==> config.mk <==
export PLATFORM = sky130hd
export DESIGN_NAME = mem_arbiter_flat
export DESIGN_NICKNAME = d
export VERILOG_FILES = /design/src/rtl/mem_arbiter_if.sv /design/src/rtl/mem_arbiter.sv /design/src/flat_wrapper.sv
export SDC_FILE = /design/constraint.sdc
export NUM_CORES = 1
export LEC_CHECK = 0
export BUFFER_PORTS_ARGS = -buffer_cell sky130_fd_sc_hd__buf_2
export CAP_MARGIN = 40
export CORE_AREA = 3 3 101 103
export DETAILED_ROUTE_END_ITERATION = 6
export DIE_AREA = 0 0 104 106
export GPL_TIMING_DRIVEN = 1
export PLACE_DENSITY = 0.72
export SLEW_MARGIN = 20
export SYNTH_ARGS = -nofsm -noshare
export SYNTH_HDL_FRONTEND = slang
export SYNTH_SLANG_ARGS = --single-unit
==> constraint.sdc <==
create_clock -name clk -period 2.2 [get_ports clk]
set_clock_uncertainty 0.15 [all_clocks]
set_input_delay 0.22 -clock clk [delete_from_list [all_inputs] [get_ports clk]]
set_output_delay 0.22 -clock clk [all_outputs]
set_load 0.05 [all_outputs]
==> src/rtl/mem_arbiter_if.sv <==
`default_nettype none
// ============================================================
// mem_arbiter_if: CPU instruction/data ports and RAM port bundle
// Rev 1.0
// ============================================================
interface mem_arbiter_if;
  logic [31:0] instr_address;
  logic        instr_read;
  logic        instr_waitrequest;
  logic [31:0] instr_readdata;

  logic [31:0] data_address;
  logic        data_read;
  logic        data_write;
  logic [31:0] data_writedata;
  logic        data_waitrequest;
  logic [31:0] data_readdata;

  logic [31:0] ram_address;
  logic        ram_read;
  logic        ram_write;
  logic [31:0] ram_writedata;
  logic [31:0] ram_readdata;

  // Arbiter side: takes CPU requests and RAM read data, drives responses and RAM strobes.
  modport slave (
    input  instr_address, instr_read,
    input  data_address, data_read, data_write, data_writedata,
    input  ram_readdata,
    output instr_waitrequest, instr_readdata,
    output data_waitrequest, data_readdata,
    output ram_address, ram_read, ram_write, ram_writedata
  );

  modport master (
    output instr_address, instr_read,
    output data_address, data_read, data_write, data_writedata,
    output ram_readdata,
    input  instr_waitrequest, instr_readdata,
    input  data_waitrequest, data_readdata,
    input  ram_address, ram_read, ram_write, ram_writedata
  );
endinterface
`default_nettype wire

==> src/rtl/mem_arbiter.sv <==
`default_nettype none
// ============================================================
// mem_arbiter: shares one zero-latency RAM between I-fetch and data ports
// Rev 1.0
// ============================================================
module mem_arbiter #(
  parameter int MAX_DATA_STREAK = 4
) (
  input  wire           clk,
  input  wire           rst_n,
  mem_arbiter_if.slave  bus
);

  typedef enum logic [2:0] {
    IDLE   = 3'd0,
    ACC_I  = 3'd1,
    ACC_D  = 3'd2,
    RESP_I = 3'd3,
    RESP_D = 3'd4
  } state_e;

  state_e      state_q, state_d;
  logic [3:0]  streak_q, streak_d;
  logic [31:0] instr_resp_q, instr_resp_d;
  logic [31:0] data_resp_q, data_resp_d;

  logic data_pend;
  logic instr_pend;

  assign data_pend  = bus.data_read | bus.data_write;
  assign instr_pend = bus.instr_read;

  always_ff @(posedge clk) begin
    if (!rst_n) begin
      state_q      <= IDLE;
      streak_q     <= 4'd0;
      instr_resp_q <= 32'd0;
      data_resp_q  <= 32'd0;
    end else begin
      state_q      <= state_d;
      streak_q     <= streak_d;
      instr_resp_q <= instr_resp_d;
      data_resp_q  <= data_resp_d;
    end
  end

  always_comb begin
    state_d               = state_q;
    streak_d              = streak_q;
    instr_resp_d          = instr_resp_q;
    data_resp_d           = data_resp_q;
    bus.ram_address       = 32'd0;
    bus.ram_read          = 1'b0;
    bus.ram_write         = 1'b0;
    bus.ram_writedata     = 32'd0;
    bus.instr_waitrequest = 1'b1;
    bus.data_waitrequest  = 1'b1;

    case (state_q)
      IDLE: begin
        // Data wins unless it has already taken MAX_DATA_STREAK grants past a waiting fetch.
        if (data_pend && (!instr_pend || (streak_q < 4'(MAX_DATA_STREAK)))) begin
          state_d  = ACC_D;
          streak_d = instr_pend ? (streak_q + 4'd1) : 4'd0;
        end else if (instr_pend) begin
          state_d  = ACC_I;
          streak_d = 4'd0;
        end
      end
      ACC_I: begin
        bus.ram_address = bus.instr_address >> 2;
        bus.ram_read    = rst_n;
        instr_resp_d    = bus.ram_readdata;
        state_d         = RESP_I;
      end
      ACC_D: begin
        bus.ram_address   = bus.data_address >> 2;
        bus.ram_read      = rst_n & bus.data_read & ~bus.data_write;
        bus.ram_write     = rst_n & bus.data_write;
        bus.ram_writedata = bus.data_writedata;
        data_resp_d       = bus.data_write ? 32'd0 : bus.ram_readdata;
        state_d           = RESP_D;
      end
      RESP_I: begin
        bus.instr_waitrequest = 1'b0;
        state_d               = IDLE;
      end
      RESP_D: begin
        bus.data_waitrequest = 1'b0;
        state_d              = IDLE;
      end
      default: state_d = IDLE;
    endcase
  end

  assign bus.instr_readdata = instr_resp_q;
  assign bus.data_readdata  = data_resp_q;

endmodule
`default_nettype wire

==> src/flat_wrapper.sv <==
// flat-port wrapper written by rule: the top's interface ports become plain ports
module mem_arbiter_flat 
#(
  parameter int MAX_DATA_STREAK = 4
)
  (clk, rst_n, bus_instr_address, bus_instr_read, bus_data_address, bus_data_read, bus_data_write, bus_data_writedata, bus_ram_readdata, bus_instr_waitrequest, bus_instr_readdata, bus_data_waitrequest, bus_data_readdata, bus_ram_address, bus_ram_read, bus_ram_write, bus_ram_writedata);
  mem_arbiter_if bus_i ();
  input  wire clk;
  input  wire rst_n;
  input wire logic [$bits(bus_i.instr_address)-1:0] bus_instr_address;
  input wire logic [$bits(bus_i.instr_read)-1:0] bus_instr_read;
  input wire logic [$bits(bus_i.data_address)-1:0] bus_data_address;
  input wire logic [$bits(bus_i.data_read)-1:0] bus_data_read;
  input wire logic [$bits(bus_i.data_write)-1:0] bus_data_write;
  input wire logic [$bits(bus_i.data_writedata)-1:0] bus_data_writedata;
  input wire logic [$bits(bus_i.ram_readdata)-1:0] bus_ram_readdata;
  output wire logic [$bits(bus_i.instr_waitrequest)-1:0] bus_instr_waitrequest;
  output wire logic [$bits(bus_i.instr_readdata)-1:0] bus_instr_readdata;
  output wire logic [$bits(bus_i.data_waitrequest)-1:0] bus_data_waitrequest;
  output wire logic [$bits(bus_i.data_readdata)-1:0] bus_data_readdata;
  output wire logic [$bits(bus_i.ram_address)-1:0] bus_ram_address;
  output wire logic [$bits(bus_i.ram_read)-1:0] bus_ram_read;
  output wire logic [$bits(bus_i.ram_write)-1:0] bus_ram_write;
  output wire logic [$bits(bus_i.ram_writedata)-1:0] bus_ram_writedata;
  assign bus_i.instr_address = bus_instr_address;
  assign bus_i.instr_read = bus_instr_read;
  assign bus_i.data_address = bus_data_address;
  assign bus_i.data_read = bus_data_read;
  assign bus_i.data_write = bus_data_write;
  assign bus_i.data_writedata = bus_data_writedata;
  assign bus_i.ram_readdata = bus_ram_readdata;
  assign bus_instr_waitrequest = bus_i.instr_waitrequest;
  assign bus_instr_readdata = bus_i.instr_readdata;
  assign bus_data_waitrequest = bus_i.data_waitrequest;
  assign bus_data_readdata = bus_i.data_readdata;
  assign bus_ram_address = bus_i.ram_address;
  assign bus_ram_read = bus_i.ram_read;
  assign bus_ram_write = bus_i.ram_write;
  assign bus_ram_writedata = bus_i.ram_writedata;
  mem_arbiter #(.MAX_DATA_STREAK(MAX_DATA_STREAK)) u_core (.clk(clk), .rst_n(rst_n), .bus(bus_i));
endmodule
# ---- After elaboration in Yosys (flattened, before gate mapping)
# Cells that the tools add are included.
dict set report op_classes {
  add_sub_neg 1
  div 0
  n_reduce_logical 6
  bitwise_logic 5
  n_shift 0
  mux 13
  n_lt_le_gt_ge 1
  mul 0
  n_eq_ne 5
}
# cell count
set op_table {}
lappend op_table {{$mux W32} 2}
lappend op_table {{$pmux W30 S2} 1}
lappend op_table {{$mux W4} 3}
lappend op_table {{$pmux W3 S3} 1}
lappend op_table {{$eq A3 B2 Y1 const B} 2}
lappend op_table {{$mux W3} 2}
lappend op_table {{$add A4 B1 Y4 const B} 1}
lappend op_table {{$lt A4 B3 Y1 const B} 1}
lappend op_table {{$and A1 B1 Y1} 3}
lappend op_table {{$eq A3 B1 Y1 const B} 1}
lappend op_table {{$eq A3 B3 Y1 const B} 1}
lappend op_table {{$logic_not A3 Y1} 1}
lappend op_table {{$mux W1} 3}
lappend op_table {{$ne A3 B2 Y1 const B} 1}
lappend op_table {{$pmux W1 S2} 1}
lappend op_table {{$reduce_and A2 Y1} 1}
lappend op_table {{$reduce_bool A2 Y1} 1}
lappend op_table {{$logic_and A1 B1 Y1} 1}
lappend op_table {{$logic_not A1 Y1} 1}
lappend op_table {{$logic_or A1 B1 Y1} 1}
lappend op_table {{$not A1 Y1} 1}
lappend op_table {{$or A1 B1 Y1} 1}
dict set report totals {
  inputBits 133
  mem_bits_rw 0
  regBits 71
  latch_bits 0
  mem_count 0
  rom_bits 0
  wordCells 35
  out_inout_bits 132
}

# ---- Depth between registers and ports, before layout
# Gate-level depths: netlist of the first run.
dict set report depth {
  word_depth 5
  mapped_depth 5
  mapped_depth_nobuf 3
}

# ---- Worst setup path before layout of the first run
# No wires, ideal clock.
dict set report synth_path {
  kind {reg2out}
  start {register u_core.state_q[1]}
  end {output port bus_ram_read}
  setup_slack_ns 0.390
  t_required_ns 1.830
  n_path_buf 2
  stages_incl_launch_ff 6
  t_arrival_ns 1.440
  path_cell_list {dfxtp_1 -> nor3b_2 -> and3b_1 -> buf_4 -> buf_6 -> a22o_1}
}
dict set report synth_between {
  elab_chain_cells 2
  word_cells_on_any_way 3
  classes_between {eq/ne (2); mux (1)}
}
# item line
set synth_lines {}
lappend synth_lines {{start: declaration} mem_arbiter.sv:22} ;# state_e state_q, state_d;
lappend synth_lines {{start signal: assignment} mem_arbiter.sv:40} ;# state_q <= state_d;
lappend synth_lines {{$eq A3 B2 Y1 or $eq A3 B1 Y1 (tied branches)} mem_arbiter.sv:59} ;# case (state_q)
lappend synth_lines {{$pmux W1 S2 (*)} mem_arbiter.sv:59}
lappend synth_lines {{end: declaration} flat_wrapper.sv:22} ;# output wire logic [$bits(bus_i.ram_read)-1:0] bus_ram_read;
# Every way passes the cells marked *; elsewhere a longest branch is shown, timed or not.

# ---- Final worst setup path of the first run
dict set report layout_path {
  start {register u_core.state_q[2]}
  end {output port bus_ram_address[18]}
}
dict set report layout_between {
  elab_chain_cells 2
  word_cells_on_any_way 3
  classes_between {eq/ne (2); mux (1)}
}
# item line
set layout_lines {}
lappend layout_lines {{$eq A3 B2 Y1 or $eq A3 B1 Y1 (tied branches)} mem_arbiter.sv:59}
lappend layout_lines {{$pmux W30 S2 (*)} mem_arbiter.sv:59}
lappend layout_lines {{end: declaration} flat_wrapper.sv:21} ;# output wire logic [$bits(bus_i.ram_address)-1:0] bus_ram_address;
# Marked as above.

==> impl_metrics.env, run 1 <==
export IMPL_run_status="finished, final reports clean"
export IMPL_ctsRootBufferMaster="sky130_fd_sc_hd__clkbuf_8"
export IMPL_antenna_diode_count=0
export IMPL_powerDensity_nw_per_um2=677.6
export IMPL_final_antenna_net_count=0
export IMPL_hold_violations=0
export IMPL_initial_antenna_violation_count=1
export IMPL_postLayoutCellArea_um2=5050
export IMPL_drt_drc_violations_left=0
export IMPL_synth_area_per_cell_um2=9.312
export IMPL_synth_top_family_by_area="compound AO/OA/AOI/OAI gates"
export IMPL_post_route_cells_drive_above_1_share_pct=47.56
export IMPL_clk_path_buf_depth=2
export IMPL_final_fill_count=882
export IMPL_synth_compound_area_share_pct=27.52
export IMPL_cts_made_buffers=9
export IMPL_critical_path_cell_list="nor3b_4 -> buf_8 -> a22o_1 -> buf_2"
export IMPL_first_pass_iters=4
export IMPL_synth_simple_gate_area_share_pct=18.89
export IMPL_path_delay_family="buffers and inverters"
export IMPL_core_rows=35
export IMPL_timing_final_crit_share_pct=95.13
export IMPL_number_of_sinks_on_the_clock_net=71
export IMPL_first_iter_violations=187
export IMPL_finalSetupViolCount=0
export IMPL_boundaryPins=265
export IMPL_sequential_cell_area_um2=1424
export IMPL_vias=3511
export IMPL_max_cap_viol_count=0
export IMPL_cp_capture_type="output pin"
export IMPL_timing_final_crit_period_ps=2093
export IMPL_timing_critical_path_required_ps=1830
export IMPL_core_um2=9284
export IMPL_timing_hold_worst_class="in2reg"
export IMPL_worst_path_largest_cell_delay_ps=400
export IMPL_final_util_pct=54.39
export IMPL_clock_fmax_mhz=477.8
export IMPL_rsz0062_at_grt="false"
export IMPL_finalWirelength_um=11910
export IMPL_die_area_um2=11020
export IMPL_htree_depth=3
export IMPL_detailedPlacementHpwl_um=9025
export IMPL_cts_clk_slew_worst_paths_ps=70
export IMPL_fin_nets=745
export IMPL_parity_gate_share_of_the_synthesized_area_counting_xor_and_xnor_cells_pct=0
export IMPL_worst_path_buf_inv=2
export IMPL_postPlaceCellArea_um2=4499
export IMPL_yosys_area_share_adder_pct=0.4072
export IMPL_global_route_total_usage_across_every_layer_pct=20.81
export IMPL_synth_warnings=0
export IMPL_route_detailed_wl_per_inst_um=15.99
export IMPL_fp_dieH_um=106
export IMPL_finalWeightedCongestion=0.8150
export IMPL_criticalPathCategory="reg2out"
export IMPL_grt_start_max_net_pins=35
export IMPL_wire_length_of_the_first_global_routing_pass_um=18260
export IMPL_initial_utilization_pct=33.10
export IMPL_critical_path_slowest_cell="sky130_fd_sc_hd__dfxtp_1"
export IMPL_multi_input_gate_area_in_the_final_layout_um2=1460
export IMPL_post_synth_mux_area_share_pct=0
export IMPL_timing_critical_path_from_type="flop"
export IMPL_slew_violations=0
export IMPL_port_buffers=258
export IMPL_synth_cell_types=29
export IMPL_floorplan_die_width_um=104
export IMPL_finalSetupTns_ps=0
export IMPL_static_leakage_power_nw=2.587
export IMPL_crit_path_max_fanout=31
export IMPL_vdd_ir_drop_max_mv=0.2633
export IMPL_tritoncts="done"
export IMPL_synth_ff_latch_count=71
export IMPL_critical_path_arrival_ps=1720
export IMPL_overflow=0
export IMPL_cts_setup_buffers=0
export IMPL_syn_cell_area_um2=3073
export IMPL_grt_pass1_vias=3456
export IMPL_via_per_inst=4.713
export IMPL_clk_insertion_delay_late_ps=330
export IMPL_postSynthCellCount=330
export IMPL_synth_seq_area_share_pct=46.25
export IMPL_layout_area_overhead_vs_synth_pct=64.33
[sequential cells by signal, summed over array words and instances (netlist names)]
signal	cells
u_core.bus.data_readdata	32
u_core.bus.instr_readdata	32
u_core.streak_q	4
u_core.state_q	3
[what timing repair did]
action,4_1_cts,5_1_grt
endpoints found under the hold margin,64,0
hold buffers,32,0
pin swaps,0,1
gates resized for setup,2,10
setup endpoints to repair,24,64
[metal layers]
layer  vias up  GRT usage [%]  wire length, um
li1       1707              -                -
met1      1622          21.25             4244
met2       156          39.51             6505
met3        24          5.647              827
met4         2          9.307              325
met5         -              0                7
[per-stage QoR]
stage | total power, mW | setup slack, ps | hold slack [ps] | std cells
global placement | 2.364 | 387.6 | 277.5 | 697
CTS | 3.454 | -17.02 | 84.83 | 745
finish | 3.422 | 107.1 | 108.8 | 745
global route | 3.563 | 0.1166 | 139.6 | 745
detailed placement | 2.378 | 332.0 | 289.8 | 697
floorplan | 2.055 | 389.6 | 202.6 | 331
[Yosys cell counts]
| master | instances | share of area, % |
|---|---|---|
| sky130_fd_sc_hd__a21boi_0 | 1 | 0.24 |
| sky130_fd_sc_hd__a21boi_1 | 32 | 7.8 |
| sky130_fd_sc_hd__a21oi_1 | 1 | 0.16 |
| sky130_fd_sc_hd__a22o_1 | 63 | 18 |
| sky130_fd_sc_hd__and2_1 | 33 | 6.7 |
| sky130_fd_sc_hd__and3_1 | 1 | 0.20 |
| sky130_fd_sc_hd__and3b_1 | 1 | 0.29 |
| sky130_fd_sc_hd__buf_2 | 11 | 1.8 |
| sky130_fd_sc_hd__buf_4 | 7 | 1.7 |
| sky130_fd_sc_hd__buf_6 | 6 | 2.2 |
| sky130_fd_sc_hd__clkbuf_1 | 9 | 1.1 |
| sky130_fd_sc_hd__conb_1 | 1 | 0.12 |
| sky130_fd_sc_hd__dfxtp_1 | 71 | 46 |
| sky130_fd_sc_hd__ha_1 | 1 | 0.41 |
| sky130_fd_sc_hd__nand2_1 | 71 | 8.7 |
| sky130_fd_sc_hd__nand2b_1 | 1 | 0.20 |
| sky130_fd_sc_hd__nand3b_1 | 2 | 0.49 |
| sky130_fd_sc_hd__nand4_1 | 1 | 0.20 |
| sky130_fd_sc_hd__nor2_1 | 5 | 0.61 |
| sky130_fd_sc_hd__nor2b_1 | 1 | 0.20 |
| sky130_fd_sc_hd__nor3_1 | 1 | 0.16 |
| sky130_fd_sc_hd__nor3b_1 | 1 | 0.24 |
| sky130_fd_sc_hd__nor3b_2 | 1 | 0.41 |
| sky130_fd_sc_hd__o21a_1 | 1 | 0.24 |
| sky130_fd_sc_hd__o21ai_0 | 1 | 0.16 |
| sky130_fd_sc_hd__o21ba_2 | 1 | 0.33 |
| sky130_fd_sc_hd__o22ai_1 | 3 | 0.61 |
| sky130_fd_sc_hd__or2_2 | 1 | 0.20 |
| sky130_fd_sc_hd__or3b_1 | 1 | 0.29 |
[layout by cell type, fill, tap and decap left out, types with 2 or more instances in the layout]
| master | n |
|---|---|
| sky130_fd_sc_hd__buf_2 | 249 |
| sky130_fd_sc_hd__nand2_1 | 71 |
| sky130_fd_sc_hd__dfxtp_1 | 69 |
| sky130_fd_sc_hd__a22o_1 | 63 |
| sky130_fd_sc_hd__and2_1 | 33 |
| sky130_fd_sc_hd__a21boi_1 | 32 |
| sky130_fd_sc_hd__dlygate4sd3_1 | 32 |
| sky130_fd_sc_hd__clkbuf_8 | 9 |
| sky130_fd_sc_hd__buf_4 | 8 |
| sky130_fd_sc_hd__nor2_1 | 5 |
| sky130_fd_sc_hd__buf_12 | 5 |
| sky130_fd_sc_hd__clkbuf_4 | 4 |
| sky130_fd_sc_hd__o22ai_1 | 3 |
| sky130_fd_sc_hd__clkinvlp_4 | 3 |
| sky130_fd_sc_hd__nand3b_1 | 2 |
| sky130_fd_sc_hd__conb_1 | 2 |
| sky130_fd_sc_hd__clkinv_2 | 2 |
| sky130_fd_sc_hd__buf_8 | 2 |
| sky130_fd_sc_hd__buf_6 | 2 |
| sky130_fd_sc_hd__dfxtp_2 | 2 |
[area by class of cell]
| type | count | area share, % |
|---|---|---|
| well taps | 129 | 3.196 |
| multi-input cells | 227 | 28.91 |
| flip-flops and latches | 71 | 28.20 |
| repair buffers | 302 | 35.83 |
| clock buffers | 9 | 2.453 |
| clock inverters | 7 | 1.412 |
[where the power goes]
part / internal, mW / switching [mW]
combinational: 0.347 / 0.694
sequential: 1.33 / 0.0298
clock: 0.523 / 0.498
[path summary, 6_finish.rpt]
path                                                endpoint  slack (ps)               start  depth (start not counted)
worst max register to register  u_core.bus.data_readdata[16]         470   u_core.state_q[2]                          4
worst min-delay path                       u_core.state_q[1]         110      bus_instr_read                          4
worst max-delay path                     bus_ram_address[18]         110   u_core.state_q[2]                          4
worst min register to register            u_core.streak_q[3]         300  u_core.streak_q[3]                          2
[kinds of logic (layout without fill, tap and decap cells)]
family                     Yosys count  after routing
other                                1              2
buffers and inverters               33            318
adders and majority gates            1              1
AOI/OAI and AO/OA                  103            103
DFF                                 71             71
and+or+nand+nor                    121            121
[worst reg2reg max path: cells and delay by family, from the launching register on]
family	cells	cell delay (ps)
buf+inv	1	350
simple gates	2	530
flops	1	400
compound gates	1	250
Note: power is estimated with default switching activity, not from simulation.
==> run 2: changes to the inputs <==
- ABC_AREA: default -> 1
- CORE_AREA: 3 3 101 103 -> 3 3 103 105
- DIE_AREA: 0 0 104 106 -> 0 0 106 108
- PLACE_DENSITY: 0.72 -> 0.71
==> impl_metrics.env, run 2 <==
export IMPL_die_area_um2=11450
export IMPL_via_per_inst=4.782
export IMPL_finalWirelength_um=14010
export IMPL_synth_top_cell_area_share_pct=44.34
export IMPL_route_detailed_wl_per_inst_um=16.16
export IMPL_core_rows=36
export IMPL_crit_path_max_fanout=33
export IMPL_cp_capture_type="output pin"
export IMPL_critical_path_cell_list="inv_2 -> nor3_4 -> buf_12 -> a22o_1 -> buf_2"
export IMPL_synth_cell_types=25
export IMPL_yosys_top_cells_count="102 x sky130_fd_sc_hd__nor2_1, 72 x sky130_fd_sc_hd__nand3_1, 71 x sky130_fd_sc_hd__dfxtp_1"
export IMPL_synth_warnings=0
export IMPL_layout_area_overhead_vs_synth_pct=68.77
export IMPL_static_leakage_power_nw=3.104
export IMPL_power_frac_comb_pct=37.9
export IMPL_yosys_area_share_adder_pct=0.3903
export IMPL_overflow=0
export IMPL_drt_drc_violations_left=4
export IMPL_worst_pin_slew_ps=619.9
export IMPL_ctsRootBufferMaster="sky130_fd_sc_hd__clkbuf_8"
export IMPL_postSynthCellCount=445
export IMPL_htree_depth=3
export IMPL_layout_cells_most_common="sky130_fd_sc_hd__buf_2"
export IMPL_core_um2=9729
export IMPL_timing_final_crit_period_ps=2071
export IMPL_timing_critical_path_required_ps=1830
export IMPL_criticalPathCategory="reg2out"
export IMPL_final_critical_path_setup_slack_ps=129.4
export IMPL_grt_start_max_net_pins=67
export IMPL_timing_critical_path_from_type="flop"
export IMPL_synth_simple_gate_area_share_pct=30.29
export IMPL_final_cell_mix="241 x sky130_fd_sc_hd__buf_2, 102 x sky130_fd_sc_hd__nor2_1, 72 x sky130_fd_sc_hd__nand3_1"
export IMPL_number_of_sinks_on_the_clock_net=71
export IMPL_worst_path_largest_cell_delay_ps=380
export IMPL_synth_flop_cell="sky130_fd_sc_hd__dfxtp_1"
export IMPL_finalSetupViolCount=0
export IMPL_violations="DRC"
export IMPL_synth_compound_area_share_pct=14.13
export IMPL_share_seq_of_total_power_pct=32.3
export IMPL_cellInternalPower_mw=2.650
export IMPL_critical_path_arrival_ps=1700
export IMPL_finalSetupTns_ps=0
export IMPL_timing_hold_worst_class="in2reg"
export IMPL_initial_antenna_violation_count=3
export IMPL_vdd_ir_drop_max_mv=0.3945
export IMPL_worst_slew_margin_relative_to_its_limit_pct=58.67
export IMPL_path_delay_family="buffers and inverters"
export IMPL_fin_nets=860
export IMPL_critical_path_slowest_cell="sky130_fd_sc_hd__dfxtp_1"
export IMPL_initial_utilization_pct=32.95
export IMPL_synth_edff_count=0
export IMPL_synth_top_family_by_area="simple AND/OR/NAND/NOR gates"
export IMPL_fin_worst_hold_slack_ps=93.27
export IMPL_synth_top_cells_by_area="sky130_fd_sc_hd__dfxtp_1 44%, sky130_fd_sc_hd__nor2_1 12%, sky130_fd_sc_hd__nand3_1 11%"
export IMPL_tritoncts="done"
export IMPL_vias=4146
export IMPL_powerDensity_nw_per_um2=812.2
export IMPL_hold_violations=0
export IMPL_max_cap_viol_count=0
export IMPL_final_antenna_net_count=0
export IMPL_synth_area_leader_cell="sky130_fd_sc_hd__dfxtp_1"
export IMPL_post_synth_mux_area_share_pct=0
export IMPL_cts_clk_slew_worst_paths_ps=80
export IMPL_first_iter_violations=265
export IMPL_timing_final_crit_share_pct=94.12
export IMPL_cts_made_buffers=9
export IMPL_synth_most_common_cell="sky130_fd_sc_hd__nor2_1"
export IMPL_first_pass_iters=7
export IMPL_synth_seq_area_share_pct=44.34
export IMPL_detailedPlacementHpwl_um=9908
export IMPL_parity_gate_share_of_the_synthesized_area_counting_xor_and_xnor_cells_pct=0
export IMPL_share_clk_of_total_power_pct=29.8
export IMPL_port_buffers=258
export IMPL_worst_path_buf_inv=3
export IMPL_final_util_pct=55.61
export IMPL_netSwitchingFraction_pct=39.69
export IMPL_clk_path_buf_depth=2
export IMPL_synth_ff_latch_count=71
export IMPL_fp_dieH_um=108
export IMPL_global_route_total_usage_across_every_layer_pct=22.43
export IMPL_boundaryPins=265
export IMPL_run_status="complete, but fails checks"
export IMPL_clock_fmax_mhz=482.9
export IMPL_design_power_total_mw=4.394
export IMPL_finalWeightedCongestion=0.7921
export IMPL_asyncSetResetFlopFracSynth_pct=0
export IMPL_wire_length_of_the_first_global_routing_pass_um=20180
export IMPL_floorplan_die_width_um=106
export IMPL_synth_area_per_cell_um2=7.204
export IMPL_clk_insertion_delay_late_ps=340
export IMPL_place_worst_setup_slack_ps=87.51
export IMPL_p_switching_mw=1.744
export IMPL_syn_cell_area_um2=3206
export IMPL_slew_violations=0
export IMPL_post_route_cells_drive_above_1_share_pct=40.36
export IMPL_grt_pass1_vias=3892
-- run 2: cell count changes in the layout (fill, tap and decap cells not counted), sizes merged, moves of 33 or more --
cell / before / now
nor2: 5 / 103
nand3: 0 / 73
inv: 1 / 44
a21boi: 33 / 0
a22o: 63 / 30
and2: 33 / 0
o21ai: 1 / 34
-- run 2: kinds of logic (layout without fill, tap and decap cells) --
kind of cell,count (synthesis),in the layout
simple gates,226,226
flops,71,71
other cells,1,5
compound gates,68,68
buf+inv,78,363
fa+ha+maj,1,1
-- run 2: final cells by class --
cell class	instances	area (um^2)
Clock inverter	6	115.1
Tap cell	133	166.4
Inverter	44	168.9
Timing Repair inverter	1	7.507
Fill cell	902	4319
Timing Repair Buffer	302	1932
Antenna cell	3	7.507
Sequential cell	71	1424
Clock buffer	10	137.6
Multi-Input combinational cell	297	1451
-- run 2: power by group through the flow --
stage          sequential (mW)  combinational [mW]  clock, mW
2_1_floorplan             1.71               0.819          0
3_3_place_gp              1.44                1.53          0
3_5_place_dp              1.45                1.54          0
4_1_cts                   1.42                1.62       1.34
5_1_grt                   1.43                1.75       1.40
6_report                  1.42                1.66       1.31
-- run 2: path summary, 6_finish.rpt --
check | slack (ps) | startpoint | to | depth (start not counted)
min | 90 | rst_n | u_core.streak_q[3] | 3
max | 130 | u_core.state_q[0] | bus_ram_address[12] | 5
max reg2reg | 470 | u_core.state_q[2] | u_core.bus.data_readdata[28] | 7
min reg2reg | 320 | u_core.bus.data_readdata[4] | u_core.bus.data_readdata[4] | 2
-- run 2: worst register-to-register path, delay by kind of cell, from the launching register on --
family / cells / cell delay (ps)
AND/OR/NAND/NOR: 4 / 490
buffers and inverters: 3 / 690
flip-flops: 1 / 360
-- run 2: through the flow --
| step | area (um^2) | cells |
|---|---|---|
| 3_5_place_dp | 4711 | 811 |
| 5_1_grt | 5403 | 864 |
| 6_report | 5410 | 867 |
| 3_3_place_gp | 4711 | 811 |
| 4_1_cts | 5333 | 863 |
| 2_1_floorplan | 3209 | 446 |
-- run 2: routing by layer --
metal / GRT usage, % / wire [um]
met2: 36.38 / 6666
met5: 0 / 14
met4: 7.493 / 180
met1: 27.20 / 5562
met3: 9.075 / 1591
-- run 2: what timing repair did --
item | in CTS | in global routing
setup endpoints to repair | 30 | 36
hold buffers | 32 | 0
cloned | 1 | 1
setup buffers | 3 | 0
resized for setup | 3 | 14
hold endpoints to repair | 64 | 0
==> run 3: changes to the inputs <==
- CELL_PAD_IN_SITES_DETAIL_PLACEMENT: default -> 0
- CELL_PAD_IN_SITES_GLOBAL_PLACEMENT: default -> 1
- CORE_AREA: 3 3 103 105 -> default
- CORE_MARGIN: default -> 3
- CORE_UTILIZATION: default -> 27
- DIE_AREA: 0 0 106 108 -> default
- PLACE_DENSITY: 0.71 -> 0.88
==> impl_metrics.env, run 3 (synthesis results as in run 2) <==
export IMPL_run_status="finished, final reports clean"
export IMPL_boundaryPins=265
export IMPL_final_cell_mix="256 x sky130_fd_sc_hd__buf_2, 102 x sky130_fd_sc_hd__nor2_1, 72 x sky130_fd_sc_hd__nand3_1"
export IMPL_timing_rr_end="u_core.bus.instr_readdata[3]"
export IMPL_cts_clk_slew_worst_paths_ps=60
export IMPL_place_worst_setup_slack_ps=418.5
export IMPL_power_frac_comb_pct=34.6
export IMPL_cts_made_buffers=9
export IMPL_first_pass_iters=4
export IMPL_htree_depth=3
export IMPL_critical_path_cell_list="inv_2 -> nor3_4 -> buf_4 -> a22o_1 -> buf_2"
export IMPL_detailedPlacementHpwl_um=8798
export IMPL_timing_hold_worst_class="in2reg"
export IMPL_clk_insertion_delay_late_ps=330
export IMPL_finalNonFillerCells=874
export IMPL_hold_depth=3
export IMPL_route_detailed_wl_per_inst_um=13.88
export IMPL_timing_hold_worst_start="rst_n"
export IMPL_tritoncts="done"
export IMPL_powerDensity_nw_per_um2=844.5
export IMPL_finalWirelength_um=12130
export IMPL_initial_utilization_pct=27.84
export IMPL_rrSetupSlack_ps=540
export IMPL_criticalPathCategory="reg2out"
export IMPL_core_rows=39
export IMPL_vias=3985
export IMPL_worst_path_buf_inv=3
export IMPL_finalSetupTns_ps=0
export IMPL_clock_fmax_mhz=482.6
export IMPL_finalWeightedCongestion=0.7517
export IMPL_p_switching_mw=1.754
export IMPL_critical_path_reg2reg_startpoint="u_core.state_q[0]"
export IMPL_grt_pass1_vias=3681
export IMPL_initial_antenna_violation_count=0
export IMPL_fin_worst_hold_slack_ps=130.8
export IMPL_global_route_total_usage_across_every_layer_pct=16.96
export IMPL_share_clk_of_total_power_pct=33.4
export IMPL_design_power_total_mw=4.451
export IMPL_share_seq_of_total_power_pct=31.9
export IMPL_layout_area_overhead_vs_synth_pct=64.40
export IMPL_final_critical_path_setup_slack_ps=127.8
export IMPL_core_um2=11520
export IMPL_floorplan_die_width_um=115.0
export IMPL_number_of_sinks_on_the_clock_net=71
export IMPL_slew_violations=0
export IMPL_static_leakage_power_nw=3.098
export IMPL_finalSetupViolCount=0
export IMPL_critical_path_slowest_cell="sky130_fd_sc_hd__dfxtp_1"
export IMPL_postLayoutCellArea_um2=5270
export IMPL_grt_start_max_net_pins=36
export IMPL_critical_path_arrival_ps=1700
export IMPL_numPlacedInstances=826
export IMPL_first_iter_violations=192
export IMPL_ff2ff_path_depth=7
export IMPL_die_area_um2=13220
export IMPL_worst_path_largest_cell_delay_ps=370
export IMPL_cp_capture_type="output pin"
export IMPL_final_antenna_net_count=0
export IMPL_cts_setup_buffers=0
export IMPL_vdd_ir_drop_max_mv=0.3891
export IMPL_critical_path_startpoint="u_core.state_q[0]"
export IMPL_fp_dieH_um=115.0
export IMPL_drt_drc_violations_left=0
export IMPL_overflow=0
export IMPL_post_route_cells_drive_above_1_share_pct=40.08
export IMPL_wire_length_of_the_first_global_routing_pass_um=17970
export IMPL_timing_critical_path_required_ps=1830
export IMPL_clk_path_buf_depth=2
export IMPL_rsz0062_at_grt="false"
export IMPL_timing_final_crit_share_pct=94.19
export IMPL_min_delay_worst_endpoint="u_core.streak_q[3]"
export IMPL_timing_critical_path_from_type="flop"
export IMPL_timing_final_crit_period_ps=2072
export IMPL_postPlaceCellArea_um2=4633
export IMPL_fin_nets=860
export IMPL_ctsRootBufferMaster="sky130_fd_sc_hd__clkbuf_16"
export IMPL_via_per_inst=4.559
export IMPL_netSwitchingFraction_pct=39.42
export IMPL_port_buffers=258
export IMPL_antenna_diode_count=0
export IMPL_max_cap_viol_count=0
export IMPL_final_util_pct=45.76
export IMPL_layout_cells_most_common="sky130_fd_sc_hd__buf_2"
export IMPL_path_delay_family="buffers and inverters"
export IMPL_final_fill_count=1158
export IMPL_cellInternalPower_mw=2.696
export IMPL_crit_path_max_fanout=26
export IMPL_hold_violations=0
run 3: power by group through the flow:
stage | Combinational (mW) | Sequential (mW) | Clock (mW)
6_report | 1.54 | 1.42 | 1.49
5_1_grt | 1.64 | 1.43 | 1.59
4_1_cts | 1.54 | 1.42 | 1.54
3_5_place_dp | 1.50 | 1.45 | 0
3_3_place_gp | 1.48 | 1.44 | 0
2_1_floorplan | 0.819 | 1.71 | 0
run 3: worst max path at each step:
stage | end | slack, ps | cells past startpoint
final | bus_ram_address[1] | 130 | 5
after global routing | bus_ram_read | 6 | 6
after CTS | bus_ram_read | 40 | 6
after detailed placement | bus_ram_read | 420 | 6
after global placement | bus_ram_read | 450 | 6
after floorplan | bus_ram_write | 20 | 3
run 3: worst reg2reg max path: stages (launching register included):
cell	delay, ps
sky130_fd_sc_hd__dfxtp_1	370
sky130_fd_sc_hd__inv_2	80
sky130_fd_sc_hd__nor3_4	120
sky130_fd_sc_hd__buf_4	300
sky130_fd_sc_hd__inv_2	60
sky130_fd_sc_hd__buf_4	260
sky130_fd_sc_hd__nor2_1	160
sky130_fd_sc_hd__nor2_1	60
run 3: what timing repair did:
item / 4_1_cts / 5_1_grt
hold buffers: 32 / 0
gates resized for setup: 0 / 3
setup endpoints to repair: 0 / 29
hold endpoints to repair: 60 / 0
run 3: layout make-up:
class | count | area, um^2 | share of cell area [%]
Tap cell | 143 | 178.9 | 3.395
Clock buffer | 10 | 239.0 | 4.535
Inverter | 44 | 165.2 | 3.134
Multi-Input combinational cell | 297 | 1449 | 27.49
Clock inverter | 6 | 68.82 | 1.306
Timing Repair Buffer | 303 | 1747 | 33.14
Sequential cell | 71 | 1423 | 26.99
run 3: routing by layer:
| metal | global-route usage, % | share of wire, % |
|---|---|---|
| met5 | 0 | 0 |
| met2 | 29.90 | 50 |
| met4 | 4.069 | 0.32 |
| met3 | 4.737 | 8.1 |
| met1 | 20.42 | 42 |
